==> src/rtl/imem_boot_loader_pkg.sv <==
// Shared types and constants for the instruction-memory boot loader.
package boot_pkg;

    typedef enum logic [2:0] {
        IDLE = 3'd0,
        LOAD = 3'd1,
        VRD  = 3'd2,
        VCHK = 3'd3,
        RUN  = 3'd4,
        FAIL = 3'd5
    } state_e;

    localparam logic [1:0] ERR_LEN   = 2'd1;
    localparam logic [1:0] ERR_SUM   = 2'd2;
    localparam logic [1:0] ERR_ABORT = 2'd3;

    localparam int WORD_BYTES = 4;

endpackage

==> src/rtl/imem_boot_loader_if.sv <==
// Program stream plus instruction-memory external port; the loader is the master.
interface imem_boot_loader_if #(
    parameter int ADDR_W = 64,
    parameter int DATA_W = 32
);
    logic              s_valid;
    logic              s_ready;
    logic [DATA_W-1:0] s_data;
    logic [ADDR_W-1:0] addr_ext;
    logic              wen_ext;
    logic              ren_ext;
    logic [DATA_W-1:0] wdata_ext;
    logic [DATA_W-1:0] rdata_ext;

    modport master (
        input  s_valid, s_data, rdata_ext,
        output s_ready, addr_ext, wen_ext, ren_ext, wdata_ext
    );

    modport slave (
        output s_valid, s_data, rdata_ext,
        input  s_ready, addr_ext, wen_ext, ren_ext, wdata_ext
    );
endinterface

==> src/rtl/imem_boot_loader_checksum.sv <==
// Modular (wrap-around) word accumulator with synchronous clear.
module boot_checksum #(
    parameter int DATA_W = 32
) (
    input  logic              clk,
    input  logic              rst,
    input  logic              clr,
    input  logic              add_en,
    input  logic [DATA_W-1:0] din,
    output logic [DATA_W-1:0] sum
);
    logic [DATA_W-1:0] sum_q, sum_d;

    always_comb begin
        sum_d = sum_q;
        if (clr) begin
            sum_d = '0;
        end else if (add_en) begin
            sum_d = sum_q + din;
        end
    end

    always_ff @(posedge clk) begin
        if (rst) begin
            sum_q <= '0;
        end else begin
            sum_q <= sum_d;
        end
    end

    assign sum = sum_q;
endmodule

==> src/rtl/imem_boot_loader.sv <==
// Streams a program image into instruction memory, optionally reads it back
// against a running checksum, then releases the CPU.
module imem_boot_loader #(
    parameter int ADDR_W     = 64,
    parameter int DATA_W     = 32,
    parameter int WORD_BYTES = boot_pkg::WORD_BYTES,
    parameter int MAX_WORDS  = 128,
    parameter int CNT_W      = 8,
    parameter int VERIFY     = 1
) (
    input  logic               clk,
    input  logic               rst,
    input  logic               start,
    input  logic               abort,
    input  logic [CNT_W-1:0]   num_words,
    imem_boot_loader_if.master bus,
    output logic               cpu_enable,
    output logic               busy,
    output logic               error,
    output logic [1:0]         err_code
);
    import boot_pkg::*;

    state_e            state_q, state_d;
    logic [CNT_W-1:0]  n_q, n_d;
    logic [CNT_W-1:0]  idx_q, idx_d;
    logic [CNT_W-1:0]  rdx_q, rdx_d;
    logic [ADDR_W-1:0] addr_q, addr_d;
    logic [DATA_W-1:0] wdata_q, wdata_d;
    logic              wen_q, wen_d;
    logic              ren_q, ren_d;
    logic              ren_dly_q;
    logic [1:0]        err_q, err_d;
    logic              sum_clr, sum_add, rsum_add;
    logic              len_ok;
    logic [DATA_W-1:0] sum, rsum;

    assign len_ok   = (num_words != '0) && (num_words <= CNT_W'(MAX_WORDS));
    assign rsum_add = ren_dly_q && (state_q == VRD);

    always_comb begin
        state_d = state_q;
        n_d     = n_q;
        idx_d   = idx_q;
        rdx_d   = rdx_q;
        addr_d  = addr_q;
        wdata_d = wdata_q;
        wen_d   = 1'b0;
        ren_d   = 1'b0;
        err_d   = err_q;
        sum_clr = 1'b0;
        sum_add = 1'b0;

        case (state_q)
            IDLE, FAIL: begin
                if (abort) begin
                    state_d = IDLE;
                    err_d   = '0;
                end else if (start) begin
                    if (len_ok) begin
                        state_d = LOAD;
                        n_d     = num_words;
                        idx_d   = '0;
                        rdx_d   = '0;
                        sum_clr = 1'b1;
                        err_d   = '0;
                    end else begin
                        state_d = FAIL;
                        err_d   = ERR_LEN;
                    end
                end
            end
            LOAD: begin
                if (abort) begin
                    state_d = FAIL;
                    err_d   = ERR_ABORT;
                end else if (bus.s_valid) begin
                    wen_d   = 1'b1;
                    addr_d  = ADDR_W'(idx_q) * ADDR_W'(WORD_BYTES);
                    wdata_d = bus.s_data;
                    idx_d   = idx_q + CNT_W'(1);
                    sum_add = 1'b1;
                    if (idx_q + CNT_W'(1) == n_q) begin
                        state_d = (VERIFY != 0) ? VRD : RUN;
                    end
                end
            end
            VRD: begin
                // Leave only once the last read has been issued and its data cycle is underway.
                if (abort) begin
                    state_d = FAIL;
                    err_d   = ERR_ABORT;
                end else if (rdx_q != n_q) begin
                    ren_d  = 1'b1;
                    addr_d = ADDR_W'(rdx_q) * ADDR_W'(WORD_BYTES);
                    rdx_d  = rdx_q + CNT_W'(1);
                end else if (!ren_q) begin
                    state_d = VCHK;
                end
            end
            VCHK: begin
                if (abort) begin
                    state_d = FAIL;
                    err_d   = ERR_ABORT;
                end else if (rsum == sum) begin
                    state_d = RUN;
                end else begin
                    state_d = FAIL;
                    err_d   = ERR_SUM;
                end
            end
            RUN: begin
                if (abort) begin
                    state_d = IDLE;
                end
            end
            default: begin
                state_d = IDLE;
            end
        endcase
    end

    always_ff @(posedge clk) begin
        if (rst) begin
            state_q   <= IDLE;
            n_q       <= '0;
            idx_q     <= '0;
            rdx_q     <= '0;
            addr_q    <= '0;
            wdata_q   <= '0;
            wen_q     <= 1'b0;
            ren_q     <= 1'b0;
            ren_dly_q <= 1'b0;
            err_q     <= '0;
        end else begin
            state_q   <= state_d;
            n_q       <= n_d;
            idx_q     <= idx_d;
            rdx_q     <= rdx_d;
            addr_q    <= addr_d;
            wdata_q   <= wdata_d;
            wen_q     <= wen_d;
            ren_q     <= ren_d;
            ren_dly_q <= ren_q;
            err_q     <= err_d;
        end
    end

    boot_checksum #(.DATA_W(DATA_W)) u_sum (
        .clk    (clk),
        .rst    (rst),
        .clr    (sum_clr),
        .add_en (sum_add),
        .din    (bus.s_data),
        .sum    (sum)
    );

    boot_checksum #(.DATA_W(DATA_W)) u_rsum (
        .clk    (clk),
        .rst    (rst),
        .clr    (sum_clr),
        .add_en (rsum_add),
        .din    (bus.rdata_ext),
        .sum    (rsum)
    );

    assign bus.s_ready   = (state_q == LOAD);
    assign bus.addr_ext  = addr_q;
    assign bus.wen_ext   = wen_q;
    assign bus.ren_ext   = ren_q;
    assign bus.wdata_ext = wdata_q;
    assign cpu_enable    = (state_q == RUN);
    assign busy          = (state_q == LOAD) || (state_q == VRD) || (state_q == VCHK);
    assign error         = (state_q == FAIL);
    assign err_code      = err_q;
endmodule

==> src/flat_wrapper.sv <==
// flat-port wrapper written by rule: the top's interface ports become plain ports
module imem_boot_loader_flat import boot_pkg::*;
#(
    parameter int ADDR_W     = 64,
    parameter int DATA_W     = 32,
    parameter int WORD_BYTES = boot_pkg::WORD_BYTES,
    parameter int MAX_WORDS  = 128,
    parameter int CNT_W      = 8,
    parameter int VERIFY     = 1
)
  (clk, rst, start, abort, num_words, cpu_enable, busy, error, err_code, bus_s_valid, bus_s_data, bus_rdata_ext, bus_s_ready, bus_addr_ext, bus_wen_ext, bus_ren_ext, bus_wdata_ext);
  imem_boot_loader_if #(.ADDR_W(ADDR_W), .DATA_W(DATA_W)) bus_i ();
  input  logic clk;
  input  logic rst;
  input  logic start;
  input  logic abort;
  input  logic [CNT_W-1:0] num_words;
  output logic cpu_enable;
  output logic busy;
  output logic error;
  output logic [1:0] err_code;
  input wire logic [$bits(bus_i.s_valid)-1:0] bus_s_valid;
  input wire logic [$bits(bus_i.s_data)-1:0] bus_s_data;
  input wire logic [$bits(bus_i.rdata_ext)-1:0] bus_rdata_ext;
  output wire logic [$bits(bus_i.s_ready)-1:0] bus_s_ready;
  output wire logic [$bits(bus_i.addr_ext)-1:0] bus_addr_ext;
  output wire logic [$bits(bus_i.wen_ext)-1:0] bus_wen_ext;
  output wire logic [$bits(bus_i.ren_ext)-1:0] bus_ren_ext;
  output wire logic [$bits(bus_i.wdata_ext)-1:0] bus_wdata_ext;
  assign bus_i.s_valid = bus_s_valid;
  assign bus_i.s_data = bus_s_data;
  assign bus_i.rdata_ext = bus_rdata_ext;
  assign bus_s_ready = bus_i.s_ready;
  assign bus_addr_ext = bus_i.addr_ext;
  assign bus_wen_ext = bus_i.wen_ext;
  assign bus_ren_ext = bus_i.ren_ext;
  assign bus_wdata_ext = bus_i.wdata_ext;
  imem_boot_loader #(.ADDR_W(ADDR_W), .DATA_W(DATA_W), .WORD_BYTES(WORD_BYTES), .MAX_WORDS(MAX_WORDS), .CNT_W(CNT_W), .VERIFY(VERIFY)) u_core (.clk(clk), .rst(rst), .start(start), .abort(abort), .num_words(num_words), .bus(bus_i), .cpu_enable(cpu_enable), .busy(busy), .error(error), .err_code(err_code));
endmodule
==> config.mk <==
export PLATFORM = sky130hd
export DESIGN_NAME = imem_boot_loader_flat
export DESIGN_NICKNAME = d
export VERILOG_FILES = /design/src/rtl/imem_boot_loader_pkg.sv /design/src/rtl/imem_boot_loader_if.sv /design/src/rtl/imem_boot_loader_checksum.sv /design/src/rtl/imem_boot_loader.sv /design/src/flat_wrapper.sv
export SDC_FILE = /design/constraint.sdc
export NUM_CORES = 1
export LEC_CHECK = 0
export ABC_CLOCK_PERIOD_IN_PS = 3720
export BUFFER_PORTS_ARGS = -buffer_cell sky130_fd_sc_hd__buf_2
export CAP_MARGIN = 20
export CORE_MARGIN = 1
export CORE_UTILIZATION = 57
export DETAILED_ROUTE_END_ITERATION = 8
export PLACE_DENSITY_LB_ADDON = 0.1
export REMOVE_ABC_BUFFERS = 1
export SLEW_MARGIN = 10
export SYNTH_ARGS = -nofsm -noshare
export SYNTH_HDL_FRONTEND = slang
export SYNTH_SLANG_ARGS = --single-unit
==> constraint.sdc <==
create_clock -name clk -period 3.72 [get_ports clk]
set_input_delay 0.186 -clock clk [delete_from_list [all_inputs] [get_ports clk]]
set_output_delay 0.186 -clock clk [all_outputs]
set_load 0.1 [all_outputs]
* Yosys cells after proc, flatten, opt, wreduce, memory -nomap -nowiden
Index checks and enable logic that the tools add are counted.
** Storage, ports and cells
- Bits in registers :: 192
- Bits of input ports :: 77
- Output and inout bits :: 104
- Logic and storage cells :: 105
** Cells by class
- $add $sub $neg :: 4
- Magnitude comparators :: 1
- Equal/unequal tests :: 23
- Mux-type cells :: 42
- Bitwise gates (word level) :: 2
- Reduce and logical (&&, ||, !) cells :: 21
** Operator list (count)
- $mux W64 :: 4
- $pmux W64 S2 :: 1
- $add A32 B32 Y32 :: 2
- $mux W8 :: 7
- $mux W3 :: 11
- $eq A32 B32 Y1 :: 1
- $pmux W8 S2 :: 2
- $reduce_and A6 Y1 :: 3
- $add A8 B1 Y8 const B :: 2
- $ne A3 B3 Y1 const B :: 5
- $pmux W3 S5 :: 1
- $ne A2 B2 Y1 const B :: 7
- $mux W1 :: 10
- $mux W2 :: 5
- $eq A8 B8 Y1 :: 1
- $le A8 B8 Y1 const B :: 1
- $ne A8 B8 Y1 :: 1
- $reduce_and A4 Y1 :: 2
- $reduce_bool A8 Y1 :: 1
- $eq A3 B2 Y1 const B :: 2
- $eq A3 B3 Y1 const B :: 2
- $pmux W2 S3 :: 1
- $reduce_bool A2 Y1 :: 3
- $reduce_or A2 Y1 :: 3
- 11 further kinds :: 15

* Depth between registers and ports, before layout
- Word-level depth :: 7
- Mapped depth :: 12
- Gate-level depth less buffers :: 12

* Cells and area by module
From an unflattened synthesis, not the netlist that was laid out.
** Unflattened totals
- Cells, all modules :: 1175
- Area, all modules :: 9691.8 µm²
** By module, submodules not included
- boot_checksum :: times used 2, cells each 325, area each 2693.8 µm², seq. area each 640.6 µm²
- imem_boot_loader :: times used 1, cells each 525, area each 4304.1 µm², seq. area each 1441.4 µm²

* Worst setup path after synthesis
No wires, ideal clock.
- Path type :: reg2reg
- From :: register u_core.u_rsum.sum_q[0] (netlist: u_core.u_rsum.sum[0])
- To :: register u_core.u_rsum.sum_q[28] (netlist: u_core.u_rsum.sum[28])
- Library setup time :: 0.124 ns
- Data arrival time :: 2.771 ns
- Required time :: 3.596 ns
- Slack :: 0.826 ns
- Cell stages (with the launch flop) :: 12
- Buffers on the path :: 0
- Clock period less this slack :: 2.894 ns
- Cells stage by stage :: dfxtp_1 ha_1 fa_1 a21oi_2 o211ai_1 a211oi_2 nor3_1 or3_4 o311a_4 o31ai_2 mux2i_1 nand3_1
** On the way
- Word-level cells in the longest chain between the ends :: 1
** Ends and longest elaborated chain
- from (decl) :: RTL line imem_boot_loader_checksum.sv:12 : logic [DATA_W-1:0] sum_q, sum_d;
- from (signal assigned) :: RTL line imem_boot_loader_checksum.sv:27 : sum_q <= sum_d;
- $add A32 B32 Y32 :: RTL line imem_boot_loader_checksum.sv:19 : sum_d = sum_q + din;
No other way between the ends.
A chain may end at the register's enable or synchronous reset.

* Worst setup path after layout
Ends and elaborated chain as after synthesis.

==> metrics.md <==
| Metric | Value |
|---|---|
| Cts repair resizes | 0 |
| Hold_ws | 0.00610 ns |
| Worst hold path class | in2reg |
| Pin count of the biggest net entering global routing | 64 |
| Critical path class | reg2reg |
| Commonest non-fill, non-tap cell in the layout | nand2_1 |
| CTS H-tree depth | 4 |
| Wirelength, routed | 23600 µm |
| Fmax | 0.312 GHz |
| Period utilisation layout | 0.861 |
| Top_reg_cell synth | dfxtp_1 |
| Drt first pass iters | 5 |
| Initial Utilization | 0.589 |
| Clk buf depth | 2 |
| Slew Limit Fails | 0 |
| Mapped Cells | 1206 |
| Row Count | 46 |
| Post-synth EDFFs | 0 |
| Nets@finish | 1454 |
| Endpoints failing hold | 0 |
| Routed length per instance | 15.3 µm |
| Post-DP HPWL | 17400 µm |
| Final setup vio count | 0 |
| Unrepaired setup endpoints after global routing | no |
| Synth Area in Compound Gates | 0.220 |
| Routability cong. | 0.900 |
| Grt total ovfl | 0 |
| Port Buffers | 124 |
| Post-DRT Antenna Nets | 0 |
| Largest family of logic cells by synthesized area | compound AO/OA/AOI/OAI gates |
| Via/cell ratio | 5.57 |
| Crit path DAT | 3.53 ns |
| CP Max Fanout | 4 |
| Post-Synth Adder-Cell Area | 0.0892 |
| Post-CTS Hold Fix Bufs | 2 |
| Setup Buffers After CTS | 0 |
| WL met3 | 1090 µm |
| Number of max-cap violations | 0 |
| Max layer used | met4 |
| Setup TNS | 0 ns |
| First-pass GRT wire length | 37500 µm |
| Routed met2 length | 11400 µm |
| Power Total | 0.00494 W |
| Post-synthesis async set-or-reset flop share | 0 |
| Routed met1 length | 10700 µm |
| Vias in the first global route | 7715 |
| Worst rel slew slack | 0.511 |
| Clock transition at path regs | 0.07 ns |
| Synth Cell Area | 9430 µm² |
| DRC viols | 0 |
| CTS buffer count | 17 |
| Netlist cell types | 82 |
| Layout cells sized above 1 | 0.156 |
| Outcome | completed |
| Worst Tran Pin Value | 0.733 ns |
| DR vias | 8589 |
| Seq/Total Area, Yosys | 0.289 |
| Synth Area in XOR/XNOR | 0.0873 |
| Finished Cell Area | 10600 µm² |
| First DRT Iteration DRCs | 488 |
| CTS tree | done |
| All-layer global routing usage | 0.285 |
| Initial antenna violation count | 1 |
| Worst setup EP type | flip-flop |
| Synth Register Bits | 136 |
| Most frequent cells in the layout | nand2_1 (173), a21oi_1 (139), dfxtp_1 (136) |
| Clk root buf | clkbuf_16 |
| Final min period | 3.20 ns |
| Die height | 131 µm |
| Max Clock Skew | 0.00799 ns |
| CTS Sinks | 136 |
| Chip width | 131 µm |
| Mapped Avg Cell Area | 7.82 µm² |
| Yosys warning count | 0 |
| Max IR drop VDD | 0.387 mV |
| Final Core Density | 0.665 |
| Ports | 181 |
| Post-Synth Simple-Gate Area | 0.213 |
| Total die area | 17100 µm² |
| Core ar. | 16000 µm² |
| Clock Latency Late Sink | 0.44 ns |
| Post-synthesis mux area share | 0.0257 |
| Startpoint Class | flip-flop |
| Area Growth Syn to Fin | 12.8% |
| Pwr per Cell Area | 464 nW/µm² |
| Placement Cell Area | 10000 µm² |
| Worst endpoint required time | 4.05 ns |
| P_leak | 4.66 nW |
-- critical path, stage by stage, from the launching register on --
cell and delay [ns]:
dfxtp_1 0.33, ha_1 0.23, fa_1 0.47, a21oi_2 0.21, o211ai_1 0.17, a211oi_2 0.37
nor3_1 0.11, or3_4 0.37, o311a_4 0.33, o31ai_2 0.21, mux2i_1 0.21, nand3_1 0.07
-- layout make-up --
type / instances / area [µm²]
Antenna cell: 1 / 2.50
Clock buffer: 17 / 425
Timing Repair Buffer: 139 / 751
Fill cell: 1444 / 5370
Tap cell: 216 / 270
Inverter: 25 / 93.8
Sequential cell: 136 / 2720
Multi-Input combinational cell: 992 / 6200
Clock inverter: 15 / 166
-- cells by family after synthesis --
group / count (synthesis)
compound gates: 324
xor+xnor: 94
fa+ha+maj: 66
buf+inv: 133
flops: 136
mux: 24
other cells: 1
simple gates: 428
-- final timing paths --
kind,end,slack [ns],start,cells past startpoint
worst min-delay path,u_core.bus.wdata_ext[15],0.006,bus_s_data[15],3
worst max register to register,u_core.u_rsum.sum[28],0.52,u_core.u_rsum.sum[0],11
worst min register to register,u_core.bus.wdata_ext[2],0.45,u_core.bus.wdata_ext[2],2
worst max-delay path,u_core.u_rsum.sum[28],0.52,u_core.u_rsum.sum[0],11
-- cells in the mapped netlist, types with 8 or more instances --
library cell / number / area (µm²)
nand2_1: 174 / 653
a21oi_1: 139 / 696
dfxtp_1: 136 / 2720
nor2_1: 95 / 357
ha_1: 64 / 801
buf_4: 56 / 420
xnor2_1: 56 / 490
o21ai_0: 53 / 265
xor2_1: 38 / 333
clkbuf_1: 36 / 135
nand3_1: 29 / 145
nor3_1: 28 / 140
a21o_1: 26 / 195
inv_1: 25 / 93.8
mux2i_1: 22 / 220
a211oi_1: 21 / 158
nand4_1: 16 / 100
o21a_1: 12 / 90.1
nand2b_1: 11 / 68.8
nor2b_1: 10 / 62.6
a31oi_1: 9 / 56.3
buf_2: 9 / 45.0
nand3b_1: 8 / 60.1
nor4_1: 8 / 50.1
or3_1: 8 / 50.1
-- per-stage QoR --
step / setup slack, ns / cells
2_1_floorplan: 0.343 / 1153
3_3_place_gp: 0.604 / 1506
3_5_place_dp: 0.569 / 1506
4_1_cts: 0.539 / 1540
5_1_grt: 0.298 / 1540
6_report: 0.518 / 1541
-- sequential cells by signal, indices dropped and copies added (netlist names), 2 cells and up --
signal,flops
u_core.rdx_q,8
u_core.bus.addr_ext,8
u_core.u_sum.sum,32
u_core.state_q,3
u_core.err_code,2
u_core.n_q,8
u_core.idx_q,8
u_core.u_rsum.sum,32
u_core.bus.wdata_ext,32
-- power breakdown --
part           internal, W  switching (W)
registers          0.00154      0.0000944
logic             0.000377        0.00120
clock network      0.00100       0.000720
-- metal layers --
layer / global-route usage / up-vias
li1: - / 4387
met1: 0.356 / 3940
met2: 0.488 / 229
met3: 0.0521 / 33
met4: 0.105 / 0
met5: 0 / -
No activity file was read; power rests on OpenSTA's default activity.
